==> src/rtl/vram_arbiter.sv <==
// Single-port VRAM arbiter: display fetches take absolute priority and CPU accesses fill the
// free slots. A two-stage tag pipeline routes returned RAM data to the requester that issued it.
module vram_arbiter #(
  parameter int unsigned STARVE_LIMIT = 64
) (
  input  logic        pixel_clock,
  input  logic        reset,
  input  logic        disp_req,
  input  logic [12:0] disp_addr,
  output logic [7:0]  disp_data,
  output logic        disp_valid,
  input  logic        cpu_req,
  input  logic        cpu_we,
  input  logic [12:0] cpu_addr,
  input  logic [7:0]  cpu_wdata,
  output logic        cpu_ack,
  output logic [7:0]  cpu_rdata,
  output logic        cpu_starved,
  output logic        ram_en,
  output logic        ram_we,
  output logic [12:0] ram_addr,
  output logic [7:0]  ram_wdata,
  input  logic [7:0]  ram_rdata
);

  localparam logic [1:0] StIdle = 2'd0;
  localparam logic [1:0] StBusy = 2'd1;
  localparam logic [1:0] StDone = 2'd2;

  localparam logic [1:0] TagNone = 2'd0;
  localparam logic [1:0] TagDisp = 2'd1;
  localparam logic [1:0] TagCpu  = 2'd2;

  logic [1:0]  r_state;
  logic [1:0]  w_state_d;
  logic [1:0]  r_tag1;
  logic [1:0]  r_tag2;
  logic [1:0]  w_tag_d;
  logic        w_disp_grant;
  logic        w_cpu_grant;
  logic        r_cpu_wr;
  logic [7:0]  r_starve_cnt;
  logic [7:0]  w_starve_cnt_d;
  logic        w_starve_hit;

  logic        r_ram_en;
  logic        r_ram_we;
  logic [12:0] r_ram_addr;
  logic [7:0]  r_ram_wdata;
  logic [7:0]  r_disp_data;
  logic        r_disp_valid;
  logic        r_cpu_ack;
  logic [7:0]  r_cpu_rdata;
  logic        r_cpu_starved;

  // Display wins every slot it asks for; the CPU only gets a slot from IDLE.
  always_comb begin
    w_disp_grant = disp_req;
    w_cpu_grant  = ~disp_req & cpu_req & (r_state == StIdle);
    w_tag_d      = TagNone;
    if (w_disp_grant) begin
      w_tag_d = TagDisp;
    end else if (w_cpu_grant) begin
      w_tag_d = TagCpu;
    end
  end

  always_comb begin
    w_state_d = r_state;
    case (r_state)
      StIdle:  if (w_cpu_grant) w_state_d = StBusy;
      StBusy:  if (r_tag2 == TagCpu) w_state_d = StDone;
      StDone:  w_state_d = StIdle;
      default: w_state_d = StIdle;
    endcase
  end

  // Counts consecutive cycles an idle, requesting CPU loses its slot to display.
  always_comb begin
    w_starve_cnt_d = r_starve_cnt;
    if (!cpu_req || w_cpu_grant) begin
      w_starve_cnt_d = 8'd0;
    end else if (w_disp_grant && (r_state == StIdle) && (r_starve_cnt != 8'hFF)) begin
      w_starve_cnt_d = r_starve_cnt + 8'd1;
    end
    w_starve_hit = (32'(w_starve_cnt_d) >= STARVE_LIMIT);
  end

  always_ff @(posedge pixel_clock or negedge reset) begin
    if (!reset) begin
      r_state       <= StIdle;
      r_tag1        <= TagNone;
      r_tag2        <= TagNone;
      r_cpu_wr      <= 1'b0;
      r_starve_cnt  <= 8'd0;
      r_cpu_starved <= 1'b0;
    end else begin
      r_state      <= w_state_d;
      r_tag1       <= w_tag_d;
      r_tag2       <= r_tag1;
      r_starve_cnt <= w_starve_cnt_d;
      if (w_cpu_grant) begin
        r_cpu_wr <= cpu_we;
      end
      if (w_starve_hit) begin
        r_cpu_starved <= 1'b1;
      end
    end
  end

  always_ff @(posedge pixel_clock or negedge reset) begin
    if (!reset) begin
      r_ram_en    <= 1'b0;
      r_ram_we    <= 1'b0;
      r_ram_addr  <= 13'd0;
      r_ram_wdata <= 8'd0;
    end else begin
      r_ram_en <= w_disp_grant | w_cpu_grant;
      r_ram_we <= w_cpu_grant & cpu_we;
      if (w_disp_grant) begin
        r_ram_addr <= disp_addr;
      end else if (w_cpu_grant) begin
        r_ram_addr  <= cpu_addr;
        r_ram_wdata <= cpu_wdata;
      end
    end
  end

  // RAM data for an access is valid while its tag sits in stage 2.
  always_ff @(posedge pixel_clock or negedge reset) begin
    if (!reset) begin
      r_disp_data  <= 8'd0;
      r_disp_valid <= 1'b0;
      r_cpu_ack    <= 1'b0;
      r_cpu_rdata  <= 8'd0;
    end else begin
      r_disp_valid <= (r_tag2 == TagDisp);
      r_cpu_ack    <= (r_tag2 == TagCpu);
      if (r_tag2 == TagDisp) begin
        r_disp_data <= ram_rdata;
      end
      if ((r_tag2 == TagCpu) && !r_cpu_wr) begin
        r_cpu_rdata <= ram_rdata;
      end
    end
  end

  assign ram_en      = r_ram_en;
  assign ram_we      = r_ram_we;
  assign ram_addr    = r_ram_addr;
  assign ram_wdata   = r_ram_wdata;
  assign disp_data   = r_disp_data;
  assign disp_valid  = r_disp_valid;
  assign cpu_ack     = r_cpu_ack;
  assign cpu_rdata   = r_cpu_rdata;
  assign cpu_starved = r_cpu_starved;

endmodule

==> config.mk <==
export PLATFORM = sky130hd
export DESIGN_NAME = vram_arbiter
export DESIGN_NICKNAME = d
export VERILOG_FILES = /design/src/rtl/vram_arbiter.sv
export SDC_FILE = /design/constraint.sdc
export NUM_CORES = 1
export LEC_CHECK = 0
export BUFFER_PORTS_ARGS = -buffer_cell sky130_fd_sc_hd__buf_4
export CAP_MARGIN = 10
export CORE_MARGIN = 2
export CORE_UTILIZATION = 34
export CTS_CLUSTER_DIAMETER = 50
export DETAILED_ROUTE_END_ITERATION = 8
export GPL_TIMING_DRIVEN = 1
export PLACE_DENSITY = 0.66
export SYNTH_ARGS = -nofsm -noshare
export SYNTH_HDL_FRONTEND = slang
export SYNTH_SLANG_ARGS = --single-unit
==> constraint.sdc <==
create_clock -name pixel_clock -period 1.85 [get_ports pixel_clock]
set_input_delay 0.185 -clock pixel_clock [delete_from_list [all_inputs] [get_ports pixel_clock]]
set_output_delay 0.185 -clock pixel_clock [all_outputs]
set_load 0.01 [all_outputs]
# Yosys cells after proc, flatten, opt, wreduce, memory -nomap -nowiden
# Index checks and enable logic that the tools add are counted.
dict set report classes {
  mux 9
  bitwise_logic 5
  n_reduce_logical 10
  eq_ne 6
  add_sub_neg 1
  magnitude_cmp 1
}
# cell n
set ops {}
lappend ops {{13-bit 2-to-1 mux} 2}
lappend ops {{8-bit 2-to-1 mux} 2}
lappend ops {{8-bit by 1-bit adder with 8-bit output (second input constant)} 1}
lappend ops {{8-bit by 7-bit >= comparator with 1-bit output (second input constant)} 1}
lappend ops {{2-bit 2-to-1 mux} 4}
lappend ops {{8-bit inequality test (second input constant)} 1}
lappend ops {{2-bit by 1-bit equality test with 1-bit output (second input constant)} 2}
lappend ops {{2-bit inequality test (second input constant)} 2}
lappend ops {{2-bit case mux with 2 select lines} 1}
lappend ops {{2-bit AND reduction} 2}
lappend ops {{1-bit bitwise AND} 3}
lappend ops {{1-bit logical AND} 3}
lappend ops {{2-bit equality test (second input constant)} 1}
lappend ops {{1-bit logical NOT} 2}
lappend ops {{2-bit logical NOT} 1}
lappend ops {{2-bit nonzero test} 1}
lappend ops {{1-bit logical OR} 1}
lappend ops {{1-bit inverter} 1}
lappend ops {{1-bit OR} 1}
dict set report word_totals {
  input_bits 47
  out_inout_bits 42
  reg_bits 57
}

# Longest topological paths before layout
# Gate-level depths: netlist of run 1.
dict set report logic_depth {
  ltp_word 6
  depth_mapped 5
  mapped_depth_nobuf 5
}

# Worst setup path after synthesis of run 1
# Ideal clock, no wire load.
dict set report synth_timing {
  path_kind {reg2reg}
  startpoint {reg r_state[0]}
  endpoint {reg r_starve_cnt[5]}
  t_required_ns 1.772
  setup_ns 0.078
  arrival_time_ns 1.465
  path_stages_with_launch 5
  path_slack_ns 0.308
  n_path_buf 0
  path_cell_list {dfrtp_1 > nor3b_4 > nand2_2 > or4_1 > a21oi_1}
}
dict set report synth_between {
  elab_chain_len 5
  elab_cells_between_ends 7
}
# element line
set synth_lines {}
lappend synth_lines {{start: declaration} 34} ;# logic [1:0] r_state;
lappend synth_lines {{start signal: assignment} 91} ;# r_state <= StIdle;
lappend synth_lines {{start signal: assignment} 98} ;# r_state <= w_state_d;
lappend synth_lines {{2-bit logical NOT *} {59, 83}}
lappend synth_lines {{1-bit logical AND (2 in series)} 83} ;# end else if (w_disp_grant && (r_state == StIdle) && (r_starve_cnt != 8'hFF)) begin
lappend synth_lines {{8-bit 2-to-1 mux} 83}
lappend synth_lines {{8-bit 2-to-1 mux *} 81} ;# if (!cpu_req || w_cpu_grant) begin
lappend synth_lines {{named net w_starve_cnt_d[5]} 43} ;# logic [7:0] w_starve_cnt_d;
lappend synth_lines {{end signal: assignment} 101} ;# r_starve_cnt <= w_starve_cnt_d;
lappend synth_lines {{end: declaration} 42} ;# logic [7:0] r_starve_cnt;
# Mark *: on every way through the listed nets, which the timed path passes. The rest lies on a longest branch.
# A chain may end at the register's enable or synchronous reset.

# Worst setup path in the final report of run 1
# Same ends and word-level chain as after synthesis.

==> impl_metrics.env, run 1 <==
export IMPL_cellPowerDensity_nw_per_um2=773
export IMPL_ir_drop_v=0.000340
export IMPL_fin_crit_sh=0.859
export IMPL_numCtsBuffers=9
export IMPL_grt_max_degree=58
export IMPL_ant_nets=0
export IMPL_synthFlopType="dfrtp_1"
export IMPL_leakagePower_nw=1.67
export IMPL_drtIter0Drc=77
export IMPL_synthTopCellsByArea="dfrtp_1 62%, mux2_2 12%, mux2i_1 6.1%, o21ai_0 3.2%, nand2_1 2.4%"
export IMPL_wl_per_cell_um=12.4
export IMPL_overflow=0
export IMPL_clk_pin_slew_ns=0.06
export IMPL_port_buffer_count=88
export IMPL_track_usage=0.130
export IMPL_rsz0062_at_grt="false"
export IMPL_finalWirelength_um=4500
export IMPL_clockBufferDepth=2
export IMPL_htree_num_levels=3
export IMPL_finalSetupViolCount=0
export IMPL_seqCellArea_um2=1430
export IMPL_synth_top_area_cell="dfrtp_1"
export IMPL_finalCriticalPeriod_ns=1.59
export IMPL_cp_arrival_ns=1.83
export IMPL_end_kind="flop"
export IMPL_antenna_found_initial=0
export IMPL_cts_tree="built"
export IMPL_r2r_end="r_starve_cnt[5]"
export IMPL_synth_top_area_share=0.616
export IMPL_ff2ff_setup_slack_ns=0.26
export IMPL_yosysSeqAreaShare=0.616
export IMPL_tightest_slew_ns=0.711
export IMPL_drc=0
export IMPL_clk_latency_ns=0.32
export IMPL_netlist_area_um2=2320
export IMPL_postSynthAreaPerCell_um2=12.9
export IMPL_fin_total_pwr_mw=2.52
export IMPL_hpwl_um=3320
export IMPL_cp_start_kind="flop"
export IMPL_multi_input_area_um2=851
export IMPL_r2r_cells=4
export IMPL_nNetsFinal=328
export IMPL_root_buffer="clkbuf_8"
export IMPL_avgViaCountPerCell=4.68
export IMPL_rows=30
export IMPL_crit_type="reg2reg"
export IMPL_final_setup_tns_ns=0
export IMPL_synthTopCellsByCount="57 x dfrtp_1, 25 x mux2_2, 15 x nand2_1, 15 x o21ai_0, 14 x mux2i_1"
export IMPL_cts_resized=0
export IMPL_maxCapViolCount=0
export IMPL_synth_edff_count=0
export IMPL_status="finished, final reports clean"
export IMPL_hold_path_cell_count=2
export IMPL_dr_pass1_iters=4
export IMPL_critPathMaxFanout=6
export IMPL_worst_hold_slack_ns=0.0896
export IMPL_fp_dieW_um=86.5
export IMPL_drv_slew=0
export IMPL_clock_sinks=57
export IMPL_timing_rr_start="r_state[0]"
export IMPL_num_io_pins=89
export IMPL_grt_pass1_vias=1698
export IMPL_hold_path_class="in2reg"
export IMPL_clock_fmax_ghz=0.629
export IMPL_dieArea_um2=7490
export IMPL_ys_warn_count=0
export IMPL_final_hold_viol_count=0
export IMPL_initial_utilization=0.347
export IMPL_min_delay_start="cpu_we"
export IMPL_yosysMostFrequentCell="dfrtp_1"
export IMPL_ys_seq_elements=57
export IMPL_hold_end="ram_we"
export IMPL_required_ns=2.09
export IMPL_ys_types=32
export IMPL_area_growth_syn_to_layout_pct=40.8
export IMPL_gp_congestion=0.816
export IMPL_antenna_cells=0
export IMPL_skew_ns=0.00623
export IMPL_fillerInstances=647
export IMPL_synth_nets=227
export IMPL_die_y_um=86.5
export IMPL_syn_inst=179
export IMPL_drive_gt1_frac=0.484
export IMPL_vias=1699
export IMPL_async_reset_ff_frac=1.00
export IMPL_grt_pass1_wl_um=7570
export IMPL_core_um2=6680
export IMPL_slew_limit_headroom=0.526
## registers in the layout, indices dropped and copies added, names as in the netlist
register,flops
ram_addr,13
cpu_rdata,8
disp_data,8
r_starve_cnt,8
ram_wdata,8
r_state,2
r_tag1,2
r_tag2,2
cpu_ack,1
cpu_starved,1
disp_valid,1
r_cpu_wr,1
ram_en,1
ram_we,1
## cell families (layout without fill, tap and decap cells)
kind of cell / after synthesis / after routing / share of synthesized area
adder cells (fa/ha/maj): 1 / 1 / 0.00540
XOR/XNOR: 2 / 2 / 0.00756
multiplexers: 39 / 39 / 0.182
buffers and inverters: 9 / 113 / 0.0184
AO/OA/AOI/OAI: 28 / 28 / 0.0729
flip-flops: 57 / 57 / 0.616
AND/OR/NAND/NOR: 43 / 43 / 0.0978
## placed cells by master, fill, tap and decap left out, types with 3 or more instances in the layout
master / n
buf_4: 95
inv_1: 3
dfrtp_1: 57
mux2_2: 25
clkinv_2: 3
nand2_1: 15
o21ai_0: 15
clkbuf_8: 9
nor2_1: 9
a21oi_1: 3
mux2i_1: 14
## report_power, final
part           total (mW)  internal (mW)  leakage [nW]  switching [mW]
combinational       0.295          0.169         0.852           0.127
clock               0.902          0.463        0.0778           0.439
sequential           1.33           1.30         0.741          0.0265
## layer usage
| layer | global-route usage | wire length (µm) |
|---|---|---|
| met1 | 0.167 | 1980 |
| met3 | 0.0505 | 262 |
| met2 | 0.208 | 2250 |
| met4 | 0.0341 | 14 |
| met5 | 0 | 0 |
## worst max-delay path, cell delays in order, from the launching register on
cell and delay [ns]:
dfrtp_1 0.43, nor3b_4 0.32, nand2_2 0.10, or4_1 0.51, a21oi_1 0.15
## stage by stage
step / area (µm²) / setup WS [ns] / util / std cells
2_1_floorplan: 2320 / 0.308 / - / 179
3_3_place_gp: 3100 / 0.305 / 0.464 / 348
3_5_place_dp: 3100 / 0.262 / 0.464 / 348
4_1_cts: 3260 / 0.259 / 0.488 / 363
5_1_grt: 3260 / 0.134 / 0.488 / 363
6_report: 3260 / 0.261 / 0.488 / 363
## timing repair
action	4_1_cts	5_1_grt
setup endpoints to repair	0	0
hold buffers	1	0
buffers inserted	0	0
hold endpoints to repair	57	0
## worst max-delay path by stage
stage,start,to,slack [ns]
3_5_place_dp,r_state[0],r_starve_cnt[5],0.26
2_1_floorplan,r_state[0],r_starve_cnt[5],0.31
6_report,r_state[0],r_starve_cnt[5],0.26
3_3_place_gp,r_state[0],r_starve_cnt[5],0.31
5_1_grt,r_state[0],r_starve_cnt[5],0.13
4_1_cts,r_state[0],r_starve_cnt[5],0.26
## cell type report
class,instances,share of cell area
clock buffer,10,0.0391
clock inverter,4,0.00690
inverter,3,0.00345
multi-input combinational,113,0.261
sequential,57,0.437
tap,80,0.0307
timing repair buffer,96,0.222
Power figures use the tool's default switching activity.
==> run 2: changes to the inputs <==
--- a/config.mk
+++ b/config.mk
@@ -7,12 +7,12 @@
 export LEC_CHECK = 0
 export BUFFER_PORTS_ARGS = -buffer_cell sky130_fd_sc_hd__buf_4
 export CAP_MARGIN = 10
-export CORE_MARGIN = 2
-export CORE_UTILIZATION = 34
+export CORE_MARGIN = 1.5
+export CORE_UTILIZATION = 43
 export CTS_CLUSTER_DIAMETER = 50
 export DETAILED_ROUTE_END_ITERATION = 8
 export GPL_TIMING_DRIVEN = 1
-export PLACE_DENSITY = 0.66
+export PLACE_DENSITY = 0.79
 export SYNTH_ARGS = -nofsm -noshare
 export SYNTH_HDL_FRONTEND = slang
 export SYNTH_SLANG_ARGS = --single-unit
==> impl_metrics.env, run 2 (synthesized netlist as in run 1, its figures left out) <==
export IMPL_status="finished, final reports clean"
export IMPL_clk_latency_ns=0.33
export IMPL_slowest_stage="or4_1"
export IMPL_avgViaCountPerCell=4.86
export IMPL_hold_path_class="in2reg"
export IMPL_crit_path_cell_trace="nor3b_4 > nand2_2 > or4_1 > a21oi_1"
export IMPL_layout_common_cells="94 x buf_4, 57 x dfrtp_1, 25 x mux2_2"
export IMPL_ant_nets=0
export IMPL_vias=1710
export IMPL_dieArea_um2=5840
export IMPL_cts_resized=0
export IMPL_final_common_cell="buf_4"
export IMPL_grt_max_degree=58
export IMPL_critPathMaxFanout=9
export IMPL_die_y_um=76.4
export IMPL_htree_num_levels=3
export IMPL_drv_slew=0
export IMPL_grt_pass1_wl_um=7740
export IMPL_fp_dieW_um=76.4
export IMPL_clock_fmax_ghz=0.600
export IMPL_maxCapViolCount=0
export IMPL_area_growth_syn_to_layout_pct=41.4
export IMPL_crit_buf_inv=0
export IMPL_dr_pass1_iters=4
export IMPL_port_buffer_count=88
export IMPL_slew_limit_headroom=0.541
export IMPL_timing_rr_start="r_state[0]"
export IMPL_final_hold_viol_count=0
export IMPL_r2r_end="r_starve_cnt[5]"
export IMPL_clk_pin_slew_ns=0.06
export IMPL_numCtsBuffers=9
export IMPL_dp_cells=337
export IMPL_ir_drop_v=0.000505
export IMPL_rsz0062_at_grt="false"
export IMPL_finalCriticalPeriod_ns=1.67
export IMPL_final_setup_tns_ns=0
export IMPL_cellPowerDensity_nw_per_um2=822
export IMPL_r2r_cells=4
export IMPL_num_io_pins=89
export IMPL_skew_ns=0.00899
export IMPL_ff2ff_setup_slack_ns=0.18
export IMPL_largest_register_ffs=13
export IMPL_fillerInstances=450
export IMPL_end_kind="flop"
export IMPL_crit_type="reg2reg"
export IMPL_crit_start="r_state[0]"
export IMPL_antenna_cells=0
export IMPL_slowest_delay_ns=0.51
export IMPL_clock_sinks=57
export IMPL_grt_pass1_vias=1687
export IMPL_finalWirelength_um=4410
export IMPL_nNetsFinal=327
export IMPL_overflow=0
export IMPL_tightest_slew_ns=0.688
export IMPL_drive_gt1_frac=0.486
export IMPL_antenna_found_initial=0
export IMPL_critical_path_endpoint="r_starve_cnt[5]"
export IMPL_cts_tree="built"
export IMPL_rows=26
export IMPL_clockBufferDepth=2
export IMPL_finalSetupViolCount=0
export IMPL_core_um2=5140
export IMPL_instances_no_fill=352
export IMPL_cp_start_kind="flop"
export IMPL_crit_cells=4
export IMPL_root_buffer="clkbuf_8"
export IMPL_leakagePower_nw=1.68
export IMPL_initial_utilization=0.451
export IMPL_required_ns=2.10
export IMPL_fin_crit_sh=0.901
export IMPL_cpLargestDelayFamily="simple AND/OR/NAND/NOR gates"
export IMPL_track_usage=0.168
export IMPL_drtIter0Drc=87
export IMPL_hpwl_um=3210
export IMPL_wl_per_cell_um=12.5
export IMPL_drc=0
export IMPL_gp_congestion=0.833
export IMPL_cp_arrival_ns=1.91
run 2: how the worst min path moves through the flow:
stage	from	to	cells after the start
2_1_floorplan	reset	cpu_ack	0
3_3_place_gp	reset	r_starve_cnt[5]	1
3_5_place_dp	reset	cpu_rdata[0]	1
4_1_cts	disp_req	r_tag1[0]	1
5_1_grt	disp_req	r_tag1[0]	1
6_report	disp_req	r_tag1[0]	1
run 2: layer usage:
metal | track usage | up-vias | share of wire
li1 | - | 833 | -
met1 | 0.208 | 814 | 0.43
met2 | 0.270 | 58 | 0.49
met3 | 0.0659 | 5 | 0.072
met4 | 0.0556 | 0 | 0.011
met5 | 0 | - | 0
run 2: final cells by class:
cell class / count / area [µm²] / share of cell area
Sequential cell: 57 / 1430 / 0.436
Multi-Input combinational cell: 113 / 851 / 0.260
Timing Repair Buffer: 95 / 716 / 0.219
Clock buffer: 10 / 138 / 0.0420
Tap cell: 70 / 87.6 / 0.0267
Clock inverter: 4 / 45.0 / 0.0138
Inverter: 3 / 11.3 / 0.00344
run 2: power breakdown:
part	switching (mW)	internal [mW]
clock network	0.439	0.635
registers	0.0270	1.30
logic	0.124	0.169
total	0.590	2.10
run 2: stage by stage:
step | worst slack [ns] | hold WS (ns) | util | instance area (µm²) | power (mW)
after floorplan | 0.308 | -0.111 | - | 2320 | 1.45
final | 0.182 | 0.0366 | 0.637 | 3270 | 2.69
after global placement | 0.247 | 0.276 | 0.600 | 3080 | 1.64
after detailed placement | 0.180 | 0.285 | 0.600 | 3080 | 1.65
after global routing | 0.0269 | 0.0297 | 0.637 | 3270 | 2.81
after CTS | 0.186 | 0.0308 | 0.637 | 3270 | 2.72
run 2: repair_timing:
item	CTS	global route
setup buffers	0	0
endpoints found under the hold margin	57	0
hold buffers	1	0
==> run 3: changes to the inputs <==
--- a/config.mk
+++ b/config.mk
@@ -5,6 +5,7 @@
 export SDC_FILE = /design/constraint.sdc
 export NUM_CORES = 1
 export LEC_CHECK = 0
+export ABC_AREA = 1
 export BUFFER_PORTS_ARGS = -buffer_cell sky130_fd_sc_hd__buf_4
 export CAP_MARGIN = 10
 export CORE_MARGIN = 1.5
==> impl_metrics.env, run 3 <==
export IMPL_tightest_slew_ns=0.700
export IMPL_finalCriticalPeriod_ns=1.48
export IMPL_syn_inst=260
export IMPL_grt_pass1_vias=1949
export IMPL_crit_start="r_starve_cnt[0]"
export IMPL_gp_congestion=0.865
export IMPL_grt_pass1_wl_um=8490
export IMPL_num_io_pins=89
export IMPL_hold_path_class="in2reg"
export IMPL_core_um2=5170
export IMPL_p_clk_frac=0.390
export IMPL_fin_util=0.625
export IMPL_slowest_delay_ns=0.40
export IMPL_synth_top_area_cell="dfrtp_1"
export IMPL_post_cts_buffers=0
export IMPL_r2r_end="cpu_starved"
export IMPL_clk_latency_ns=0.33
export IMPL_ys_types=26
export IMPL_synthFlopType="dfrtp_1"
export IMPL_synthTopCellsByCount="85 x nand2_1, 57 x dfrtp_1, 27 x inv_1"
export IMPL_final_hold_viol_count=0
export IMPL_crit_path_cell_trace="ha_1 > nand2_1 > nor2_1 > nand2_1 > nand2_2 > inv_1 > nand2_1 > nand2_1 > nand3_1"
export IMPL_dr_pass1_iters=4
export IMPL_end_kind="flop"
export IMPL_postSynthAreaPerCell_um2=8.97
export IMPL_rsz0062_at_grt="false"
export IMPL_fillerInstances=427
export IMPL_avgViaCountPerCell=4.68
export IMPL_crit_buf_inv=1
export IMPL_dieArea_um2=5870
export IMPL_cpLargestDelayFamily="simple AND/OR/NAND/NOR gates"
export IMPL_drv_slew=0
export IMPL_synth_nets=308
export IMPL_final_setup_tns_ns=0
export IMPL_synthTopCellsByArea="dfrtp_1 61%, nand2_1 14%, inv_1 4.3%, o21ai_0 3.9%, nor2_1 3.5%"
export IMPL_min_delay_start="cpu_wdata[0]"
export IMPL_netlist_area_um2=2330
export IMPL_drive_gt1_frac=0.316
export IMPL_synth_edff_count=0
export IMPL_fin_crit_sh=0.801
export IMPL_finalSetupViolCount=0
export IMPL_htree_num_levels=3
export IMPL_p_sw_frac=0.245
export IMPL_layout_common_cells="89 x buf_4, 85 x nand2_1, 57 x dfrtp_1"
export IMPL_finalWirelength_um=5020
export IMPL_cellPowerDensity_nw_per_um2=818
export IMPL_hold_end="ram_wdata[0]"
export IMPL_cts_tree="built"
export IMPL_cp_start_kind="flop"
export IMPL_slowest_stage="dfrtp_1"
export IMPL_required_ns=2.06
export IMPL_yosysSeqAreaShare=0.612
export IMPL_ys_seq_elements=57
export IMPL_die_y_um=76.6
export IMPL_antenna_cells=0
export IMPL_grt_max_degree=58
export IMPL_slew_limit_headroom=0.533
export IMPL_drtIter0Drc=86
export IMPL_initial_utilization=0.451
export IMPL_area_growth_syn_to_layout_pct=38.8
export IMPL_leakagePower_nw=1.68
export IMPL_crit_type="reg2reg"
export IMPL_ant_nets=0
export IMPL_ir_drop_v=0.000450
export IMPL_clockBufferDepth=2
export IMPL_root_buffer="clkbuf_8"
export IMPL_final_common_cell="buf_4"
export IMPL_ys_warn_count=0
export IMPL_vias=2001
export IMPL_yosysMostFrequentCell="nand2_1"
export IMPL_largest_register_ffs=13
export IMPL_drc=0
export IMPL_overflow=0
export IMPL_crit_top_cell="nand2_1"
export IMPL_cp_arrival_ns=1.69
export IMPL_p_sw_uw=647
export IMPL_port_buffer_count=88
export IMPL_ff2ff_setup_slack_ns=0.37
export IMPL_fp_dieW_um=76.6
export IMPL_timing_rr_start="r_starve_cnt[0]"
export IMPL_hold_path_cell_count=3
export IMPL_critPathMaxFanout=6
export IMPL_rows=26
export IMPL_antenna_found_initial=0
export IMPL_synth_top_area_share=0.612
export IMPL_power_frac_comb=0.109
export IMPL_clk_pin_slew_ns=0.06
export IMPL_async_reset_ff_frac=1.00
export IMPL_status="finished, final reports clean"
export IMPL_maxCapViolCount=0
export IMPL_wl_per_cell_um=11.7
export IMPL_numCtsBuffers=9
export IMPL_clock_sinks=57
export IMPL_track_usage=0.185
export IMPL_clock_fmax_ghz=0.675
export IMPL_skew_ns=0.00629
export IMPL_nNetsFinal=401
export IMPL_hpwl_um=3650
export IMPL_p_seq_frac=0.501
export IMPL_r2r_cells=9
export IMPL_intPower_mw=2.00
==> run 3: cell families (layout without fill, tap and decap cells) <==
| family | after synthesis | in the layout | share of synthesized area |
|---|---|---|---|
| AND/OR/NAND/NOR | 124 | 124 | 0.220 |
| adder cells (fa/ha/maj) | 1 | 1 | 0.00537 |
| buffers and inverters | 37 | 135 | 0.0666 |
| flip-flops | 57 | 57 | 0.612 |
| AO/OA/AOI/OAI | 41 | 41 | 0.0961 |
==> run 3: per-layer routing <==
metal	track usage	vias to the layer above	share of wire
li1	-	1008	-
met1	0.207	931	0.41
met2	0.320	58	0.52
met3	0.0671	4	0.062
met4	0.0722	0	0.0080
met5	0	-	0
==> run 3: worst max-delay path by stage <==
stage / to / slack [ns] / cells past startpoint
final: cpu_starved / 0.37 / 9
after global routing: r_starve_cnt[0] / 0.19 / 7
after CTS: r_starve_cnt[0] / 0.37 / 7
after detailed placement: cpu_starved / 0.38 / 9
after global placement: cpu_starved / 0.43 / 9
after floorplan: cpu_starved / 0.50 / 9
==> run 3: area by class of cell <==
cell class,count,area (µm²),area share
timing repair buffer,90,678,0.210
multi-input combinational,166,749,0.232
inverter,29,111,0.0344
tap,70,87.6,0.0271
sequential,57,1430,0.441
clock inverter,5,30.0,0.00928
clock buffer,11,151,0.0468
==> run 3: worst min-delay path, cell delays in order <==
cell	delay, ns
buf_4	0.08
nand2_1	0.04
nand2_1	0.04
==> run 3: power groups by stage <==
stage | combinational [mW] | sequential [mW] | clock, mW
2_1_floorplan | 0.0757 | 1.37 | 0
3_3_place_gp | 0.287 | 1.35 | 0
3_5_place_dp | 0.292 | 1.35 | 0
4_1_cts | 0.295 | 1.33 | 1.06
5_1_grt | 0.320 | 1.33 | 1.12
6_report | 0.288 | 1.32 | 1.03
==> run 3: through the flow <==
step | hold slack (ns) | cell area, µm² | power (mW) | cells | setup slack, ns
after floorplan | -0.111 | 2330 | 1.44 | 260 | 0.497
after global placement | 0.283 | 3040 | 1.63 | 411 | 0.429
after global routing | 0.0391 | 3230 | 2.77 | 428 | 0.194
after CTS | 0.0381 | 3230 | 2.68 | 428 | 0.370
after detailed placement | 0.285 | 3040 | 1.64 | 411 | 0.381
final | 0.0546 | 3230 | 2.65 | 428 | 0.369
==> run 3: what timing repair did <==
action / in CTS / in global routing
gates resized for setup: 0 / 0
endpoints found under the setup margin: 0 / 0
hold endpoints to repair: 57 / 0
hold buffers: 1 / 0
